==> config.mk <==
export PLATFORM = sky130hd
export DESIGN_NAME = keypad_scanner
export DESIGN_NICKNAME = d
export VERILOG_FILES = /design/src/rtl/keypad_pkg.sv /design/src/rtl/debounce_counter.sv /design/src/rtl/keypad_scanner.sv
export SDC_FILE = /design/constraint.sdc
export NUM_CORES = 1
export LEC_CHECK = 0
export BUFFER_PORTS_ARGS = -buffer_cell sky130_fd_sc_hd__buf_4
export CAP_MARGIN = 25
export CORE_UTILIZATION = 62
export DETAILED_ROUTE_END_ITERATION = 16
export PLACE_DENSITY = 0.94
export SYNTH_ARGS = -nofsm -noshare
export SYNTH_HDL_FRONTEND = slang
export SYNTH_SLANG_ARGS = --single-unit
==> constraint.sdc <==
create_clock -name clk -period 4.2 [get_ports clk]
set_clock_uncertainty 0.05 [all_clocks]
set_input_delay 0.63 -clock clk [delete_from_list [all_inputs] [get_ports clk]]
set_output_delay 0.63 -clock clk [all_outputs]
set_load 0.05 [all_outputs]
==> src/rtl/keypad_pkg.sv <==
// Shared types and constants for the 4x4 matrix keypad scanner.
package keypad_pkg;

  localparam int KEY_CODE_W = 4;
  localparam int ROW_W      = 4;

  typedef enum logic [1:0] {
    SCAN       = 2'd0,
    PRESS_DB   = 2'd1,
    HELD       = 2'd2,
    RELEASE_DB = 2'd3
  } state_e;

  // Index of the lowest-numbered active-low column; 0 when none is low.
  function automatic logic [1:0] lowest_low_col(input logic [3:0] c);
    logic [1:0] idx;
    idx = 2'd0;
    for (int i = 3; i >= 0; i--) begin
      if (!c[i]) begin
        idx = i[1:0];
      end else begin
        idx = idx;
      end
    end
    return idx;
  endfunction

endpackage

==> src/rtl/debounce_counter.sv <==
// Up-counter shared by the row dwell and press/release debounce intervals.
module debounce_counter #(
  parameter int CNT_W = 3
) (
  input  logic             clk,
  input  logic             reset,
  input  logic             clear,
  input  logic             enable,
  input  logic [CNT_W-1:0] limit,
  output logic             done
);

  logic [CNT_W-1:0] count_q, count_d;

  // Clear has priority so every state change starts from zero.
  always_comb begin
    count_d = count_q;
    if (clear) begin
      count_d = {CNT_W{1'b0}};
    end else if (enable) begin
      count_d = count_q + CNT_W'(1);
    end else begin
      count_d = count_q;
    end
  end

  // Count register with synchronous active-low reset.
  always_ff @(posedge clk) begin
    if (!reset) begin
      count_q <= {CNT_W{1'b0}};
    end else begin
      count_q <= count_d;
    end
  end

  assign done = (count_q == limit);

endmodule

==> src/rtl/keypad_scanner.sv <==
// 4x4 keypad row scanner with press/release debounce; all outputs registered.
module keypad_scanner
  import keypad_pkg::*;
#(
  parameter int SCAN_DWELL      = 2000,
  parameter int DEBOUNCE_CYCLES = 50000
) (
  input  logic                  clk,
  input  logic                  reset,
  input  logic [3:0]            cols,
  output logic [ROW_W-1:0]      rows,
  output logic [KEY_CODE_W-1:0] key_code,
  output logic                  key_valid,
  output logic                  key_held
);

  localparam int CNT_MAX = (SCAN_DWELL > DEBOUNCE_CYCLES) ? SCAN_DWELL : DEBOUNCE_CYCLES;
  localparam int CNT_W   = ($clog2(CNT_MAX) < 1) ? 1 : $clog2(CNT_MAX);
  localparam logic [CNT_W-1:0] DWELL_LAST = CNT_W'(SCAN_DWELL - 1);
  localparam logic [CNT_W-1:0] PRESS_LAST = CNT_W'(DEBOUNCE_CYCLES - 1);
  // The high seen in HELD is the first of the release run, so one fewer here.
  localparam logic [CNT_W-1:0] RELEASE_LAST =
    CNT_W'((DEBOUNCE_CYCLES > 1) ? (DEBOUNCE_CYCLES - 2) : 0);

  state_e                  state_q, state_d;
  logic [1:0]              row_idx_q, row_idx_d;
  logic [1:0]              col_idx_q, col_idx_d;
  logic [ROW_W-1:0]        rows_q, rows_d;
  logic [KEY_CODE_W-1:0]   key_code_q, key_code_d;
  logic                    key_valid_q, key_valid_d;
  logic                    key_held_q, key_held_d;
  logic                    cnt_clear_s, cnt_en_s, cnt_done_s;
  logic [CNT_W-1:0]        cnt_limit_s;

  debounce_counter #(.CNT_W(CNT_W)) u_cnt (
    .clk    (clk),
    .reset  (reset),
    .clear  (cnt_clear_s),
    .enable (cnt_en_s),
    .limit  (cnt_limit_s),
    .done   (cnt_done_s)
  );

  // Next-state, counter control and output next values.
  always_comb begin
    state_d     = state_q;
    row_idx_d   = row_idx_q;
    col_idx_d   = col_idx_q;
    key_code_d  = key_code_q;
    key_valid_d = 1'b0;
    key_held_d  = key_held_q;
    cnt_clear_s = 1'b0;
    cnt_en_s    = 1'b0;
    cnt_limit_s = PRESS_LAST;
    case (state_q)
      SCAN: begin
        cnt_limit_s = DWELL_LAST;
        if (cnt_done_s) begin
          cnt_clear_s = 1'b1;
          if (cols != 4'b1111) begin
            col_idx_d = lowest_low_col(cols);
            state_d   = PRESS_DB;
          end else begin
            row_idx_d = row_idx_q + 2'd1;
          end
        end else begin
          cnt_en_s = 1'b1;
        end
      end
      PRESS_DB: begin
        if (cols[col_idx_q]) begin
          cnt_clear_s = 1'b1;
          row_idx_d   = row_idx_q + 2'd1;
          state_d     = SCAN;
        end else if (cnt_done_s) begin
          cnt_clear_s = 1'b1;
          key_code_d  = {row_idx_q, col_idx_q};
          key_valid_d = 1'b1;
          key_held_d  = 1'b1;
          state_d     = HELD;
        end else begin
          cnt_en_s = 1'b1;
        end
      end
      HELD: begin
        cnt_clear_s = 1'b1;
        if (cols[col_idx_q]) begin
          state_d = RELEASE_DB;
        end else begin
          state_d = HELD;
        end
      end
      RELEASE_DB: begin
        cnt_limit_s = RELEASE_LAST;
        if (!cols[col_idx_q]) begin
          cnt_clear_s = 1'b1;
          state_d     = HELD;
        end else if (cnt_done_s) begin
          cnt_clear_s = 1'b1;
          key_held_d  = 1'b0;
          row_idx_d   = row_idx_q + 2'd1;
          state_d     = SCAN;
        end else begin
          cnt_en_s = 1'b1;
        end
      end
      default: begin
        cnt_clear_s = 1'b1;
        state_d     = SCAN;
      end
    endcase
    rows_d = ~(4'b0001 << row_idx_d);
  end

  // State and registered outputs.
  always_ff @(posedge clk) begin
    if (!reset) begin
      state_q     <= SCAN;
      row_idx_q   <= 2'd0;
      col_idx_q   <= 2'd0;
      rows_q      <= 4'b1110;
      key_code_q  <= 4'b0000;
      key_valid_q <= 1'b0;
      key_held_q  <= 1'b0;
    end else begin
      state_q     <= state_d;
      row_idx_q   <= row_idx_d;
      col_idx_q   <= col_idx_d;
      rows_q      <= rows_d;
      key_code_q  <= key_code_d;
      key_valid_q <= key_valid_d;
      key_held_q  <= key_held_d;
    end
  end

  assign rows      = rows_q;
  assign key_code  = key_code_q;
  assign key_valid = key_valid_q;
  assign key_held  = key_held_q;

endmodule

Yosys cells after proc, flatten, opt, wreduce, memory -nomap -nowiden
Cells that the tools add are included.
Widths: inputs -> output; s select.
{"block": "op_classes", "n_shift": 1, "n_addsub": 2, "n_mux": 34, "order_cmp": 1, "n_eq_ne": 13, "n_reduce_logical": 8, "bitwise": 4}
{"op": "$pmux 16 s2", "count": 1}
{"op": "$mux 2", "count": 15}
{"op": "$add 16x1->16 const B", "count": 1}
{"op": "$eq 16x16->1", "count": 1}
{"op": "$mux 1", "count": 12}
{"op": "$ne 2x2->1 const B", "count": 6}
{"op": "$pmux 2 s4", "count": 1}
{"op": "$ne 3x3->1 const B", "count": 2}
{"op": "$pmux 2 s3", "count": 1}
{"op": "$reduce_and 3->1", "count": 2}
{"op": "$reduce_and 5->1", "count": 1}
{"op": "$eq 2x2->1 const B", "count": 2}
{"op": "$ne 4x4->1 const B", "count": 1}
{"op": "$not 4->4", "count": 1}
{"op": "$pmux 1 s4", "count": 1}
{"op": "$reduce_and 4->1", "count": 1}
{"op": "$shl 1x2->4 const A", "count": 1}
{"op": "$lt 2x3->1 const B", "count": 1}
{"op": "$not 1->1", "count": 3}
{"op": "$pmux 1 s3", "count": 1}
{"op": "$reduce_or 3->1", "count": 1}
{"op": "$add 2x1->2 const B", "count": 1}
{"op": "$bmux 1 s2", "count": 1}
{"op": "$eq 2x1->1 const B", "count": 1}
{"op": "4 further kinds", "count": 4}
{"block": "word_totals", "in_bits": 6, "output_inout_bits": 10, "regBits": 32, "elab_cells": 71}

Longest topological paths before layout
{"block": "depth", "word_depth": 8, "ltp_mapped": 9, "ltp_nobuf": 5}

Modules after synthesis
A second synthesis with hierarchy kept.
{"block": "unflattened", "hier_cells": 187, "area_unflattened_um2": 1705.4}
{"module": "debounce_counter", "instances": 1, "seq_area_each_um2": 320.3, "cells_each": 99, "area_each_um2": 902.1}
{"module": "keypad_scanner", "instances": 1, "seq_area_each_um2": 320.3, "cells_each": 88, "area_each_um2": 803.3}

Worst setup path after synthesis
Ideal clock, no wire load.
{"block": "synth_timing", "path_kind": "in2reg", "start": "input port cols[3]", "end": "register u_cnt.count_q[14]", "arrival_time_ns": 2.559, "path_slack_ns": 1.521, "path_stages": 7, "t_required_ns": 4.080, "setup_ns": 0.070, "path_buffers": 2, "path_cell_list": "mux4_2 and3_4 buf_6 or3_4 buf_6 or4_1 a21oi_1"}
{"block": "synth_between", "elab_chain_cells": 5, "word_cells_on_any_way": 9, "cone_classes": "mux (8); reduce/logical (1)"}
{"element": "from (decl)", "line": "keypad_scanner.sv:10", "source": "input logic [3:0] cols,"}
{"element": "$bmux 1 s2 *", "line": "keypad_scanner.sv:71, keypad_scanner.sv:95"}
{"element": "$mux 1 (implied by the code) *", "line": "keypad_scanner.sv:71, keypad_scanner.sv:95"}
{"element": "$mux 1 (on tied branches)", "line": "keypad_scanner.sv:95, keypad_scanner.sv:71"}
{"element": "$pmux 1 s4", "line": "keypad_scanner.sv:55", "source": "case (state_q)"}
{"element": "$reduce_or 2->1 (no source line)"}
{"element": "to (signal assigned)", "line": "debounce_counter.sv:30", "source": "count_q <= {CNT_W{1'b0}};"}
{"element": "to (signal assigned)", "line": "debounce_counter.sv:32", "source": "count_q <= count_d;"}
{"element": "to (decl)", "line": "debounce_counter.sv:13", "source": "logic [CNT_W-1:0] count_q, count_d;"}
Mark *: on every way between the ends. The rest lies on a longest branch, timed or not. The select of a mux whose other input is x is not followed.
A chain may end at the register's enable or synchronous reset.

Worst setup path after layout
{"block": "layout_timing", "start": "register state_q[0]", "end": "register key_code_q[1] (netlist: key_code[1])"}
{"block": "layout_between", "elab_chain_cells": 4, "word_cells_on_any_way": 6, "cone_classes": "eq/ne (3); mux (1); reduce/logical (2)"}
{"element": "from (decl)", "line": "keypad_scanner.sv:25", "source": "state_e state_q, state_d;"}
{"element": "from (signal assigned)", "line": "keypad_scanner.sv:126", "source": "state_q <= state_d;"}
{"element": "$eq 2x2->1 / $logic_not 2->1 (equally long branches)", "line": "keypad_scanner.sv:55"}
{"element": "$pmux 16 s2", "line": "keypad_scanner.sv:55"}
{"element": "$eq 16x16->1", "line": "debounce_counter.sv:36", "source": "assign done = (count_q == limit);"}
{"element": "$reduce_and 3->1 (no source line) *"}
{"element": "to (signal assigned)", "line": "keypad_scanner.sv:130", "source": "key_code_q <= key_code_d;"}
{"element": "to (decl)", "line": "keypad_scanner.sv:29", "source": "logic [KEY_CODE_W-1:0] key_code_q, key_code_d;"}
Mark *: on every way between the ends. The rest lies on a longest branch, timed or not.

==> flow_metrics.env <==
export IMPL_status="finished clean"
export IMPL_synth_warnings=0
export IMPL_syn_nets=204
export IMPL_htreeDepth=2
export IMPL_port_buffers=15
export IMPL_numClockSinks=32
export IMPL_synth_edf_count=0
export IMPL_nets=212
export IMPL_worstPathArrival_ns=3.08
export IMPL_max_vdd_ir_drop_uv=255.0
export IMPL_clock_path_buffers=2
export IMPL_ys_ff_latch=32
export IMPL_n_antenna_cell=0
export IMPL_ys_seq_area_share_pct=38.04
export IMPL_powerDensity_mw_per_mm2=293.4
export IMPL_hold_violations=0
export IMPL_min_period_ns=2.902
export IMPL_synth_top_area_cell="dfxtp_1"
export IMPL_critPathCaptureType="flip-flop"
export IMPL_reg2reg_slack_ns=1.30
export IMPL_grt_total_usage_pct=30.74
export IMPL_antenna_found_initial=0
export IMPL_ys_flop_type="dfxtp_1"
export IMPL_grt_pass1_wl_mm=6.396
export IMPL_power_internal_uw=401.4
export IMPL_hpwl_mm=2.784
export IMPL_post_route_util_pct=72.22
export IMPL_ctsResizeCount=0
export IMPL_finalCritPeriodShare_pct=69.10
export IMPL_cts_root_buf="clkbuf_4"
export IMPL_cp_max_fo=26
export IMPL_clockPowerShare_pct=35.5
export IMPL_setup_viol=0
export IMPL_core_area_mm2=0.002522
export IMPL_dr_pass1_iters=4
export IMPL_switching_share_pct=24.92
export IMPL_grt_ovfl_total=0
export IMPL_synth_area_leaders="dfxtp_1, mux2i_1, or4_1"
export IMPL_wl_per_cell_um=16.24
export IMPL_path_clk_slew_ns=0.11
export IMPL_ant_nets=0
export IMPL_gp_congestion=0.9173
export IMPL_rsz0062_at_grt="false"
export IMPL_worst_pin_slew_ns=0.7786
export IMPL_postCtsSetupBuffers=0
export IMPL_chipWidth_um=54.12
export IMPL_startpoint_type="flip-flop"
export IMPL_worst_ep_required_time_ns=4.38
export IMPL_max_slew_margin_pct=48.09
export IMPL_async_flop_share_pct=0
export IMPL_drv_slew=0
export IMPL_areaGrowthSynthToFinish_pct=8.173
export IMPL_synth_avg_cell_area_um2=8.549
export IMPL_pin_count=16
export IMPL_drtIter0Drc=50
export IMPL_worstHoldPathType="flip-flop to flip-flop"
export IMPL_vias=1569
export IMPL_vias_per_cell=6.648
export IMPL_start_util_pct=66.77
export IMPL_p_switching_uw=133.2
export IMPL_synth_top_area_share_pct=38.04
export IMPL_rows=18
export IMPL_wirelength_mm=3.833
export IMPL_cts_buffers=5
export IMPL_leakage_nw=0.6869
export IMPL_fp_dieH_um=54.12
export IMPL_synth_cell_type_count=44
export IMPL_p_comb_share_pct=6.4
export IMPL_postSynthCellCount=197
export IMPL_p_seq_share_pct=58.1
export IMPL_max_cap_violations=0
export IMPL_layout_drive_gt1_share_pct=14.56
export IMPL_die_area_mm2=0.002929
export IMPL_timing_fmax_mhz=344.6
export IMPL_critPathKind="flip-flop to flip-flop"
export IMPL_grt_max_degree=27
export IMPL_ctsHoldBuffers=0
export IMPL_syn_cell_area_mm2=0.001684
export IMPL_clock_latency_ns=0.34
export IMPL_fin_tns_setup_ns=0
export IMPL_first_global_vias=1486
export IMPL_drc=0
export IMPL_cts_tree="yes"
[cell type report]
type	instances	area, um^2
multi-input cells	146	949.7
well taps	30	37.54
flip-flops and latches	32	640.6
fillers	176	700.7
inverters	5	18.77
clock buffers	7	55.05
clock inverters	1	7.507
repair buffers	15	112.6
[cells by family (layout without fill, tap and decap cells)]
logic type / count (synthesis) / in the layout / synth area share [%]
AO/OA/AOI/OAI: 30 / 30 / 10.70
XOR/XNOR: 5 / 5 / 2.600
adder cells (fa/ha/maj): 1 / 1 / 0.7428
buffers and inverters: 19 / 28 / 5.572
flip-flops: 32 / 32 / 38.04
multiplexers: 15 / 15 / 9.658
AND/OR/NAND/NOR: 95 / 95 / 32.69
[synthesized netlist by cell type (2+ instances only)]
library cell and instances:
and4_1 4, buf_6 2, o21ai_0 6, mux2i_1 14, o31ai_1 4, nor3_1 5, xor2_1 4, nor4_1 4
or4_1 9, nand3_1 11, clkbuf_1 8, dfxtp_1 32, and2_1 5, nand2_1 15, a21oi_1 13, nand4_1 10
inv_1 5, buf_2 3, nor2_1 15, nor3b_1 4
[sequential cells by signal, indices dropped and copies added (netlist names), named ones only]
name           count
key_code           4
state_q            1
rows               4
key_valid          1
col_idx_q          2
u_cnt.count_q     16
row_idx_q          2
key_held           1
[worst max-delay path: stages (launching register included)]
cell	delay, ns
dfxtp_1	0.47
or4b_2	0.66
o22ai_1	0.25
and4_1	0.75
nand3_1	0.40
mux2i_1	0.20
[final timing paths]
kind              depth (start not counted)           to         from
setup / recovery                          5  key_code[1]   state_q[0]
setup reg to reg                          5  key_code[1]   state_q[0]
hold / removal                            2  key_code[3]  key_code[3]
hold reg to reg                           2  key_code[3]  key_code[3]
[power by group through the flow]
stage                     combinational, mW  clock, mW  sequential [mW]
after floorplan                      0.0187          0            0.320
after global placement               0.0302          0            0.317
after detailed placement             0.0335          0            0.317
after CTS                            0.0337      0.193            0.310
after global routing                 0.0363      0.207            0.312
final                                0.0341      0.190            0.311
[placed cells by master (no fill, tap or decap), drive strengths merged, types with 7 or more instances in the layout]
cell / netlist / final
a21oi: 13 / 13
buf: 6 / 15
clkbuf: 8 / 7
dfxtp: 32 / 32
mux2i: 14 / 14
nand2: 15 / 15
nand3: 11 / 11
nand4: 10 / 10
nor2: 15 / 15
or4: 9 / 9
[metrics by stage]
stage	power (mW)	cells	instance area [um^2]	hold slack [ns]	worst slack, ns
2_1_floorplan	0.3387	197	1684	0.3954	1.521
3_3_place_gp	0.3473	228	1759	0.3991	1.495
3_5_place_dp	0.3509	228	1759	0.4115	1.379
4_1_cts	0.5370	236	1822	0.4241	1.344
5_1_grt	0.5547	236	1822	0.4445	1.088
6_report	0.5346	236	1822	0.4192	1.298
[metal layers]
layer / track usage [%] / routed length [um] / vias to the layer above
li1: - / - / 746
met1: 33.45 / 1453 / 731
met2: 52.64 / 1980 / 76
met3: 9.322 / 271 / 16
met4: 16.67 / 127 / 0
met5: 0 / 0 / -
No activity file was read; power rests on OpenSTA's default activity.
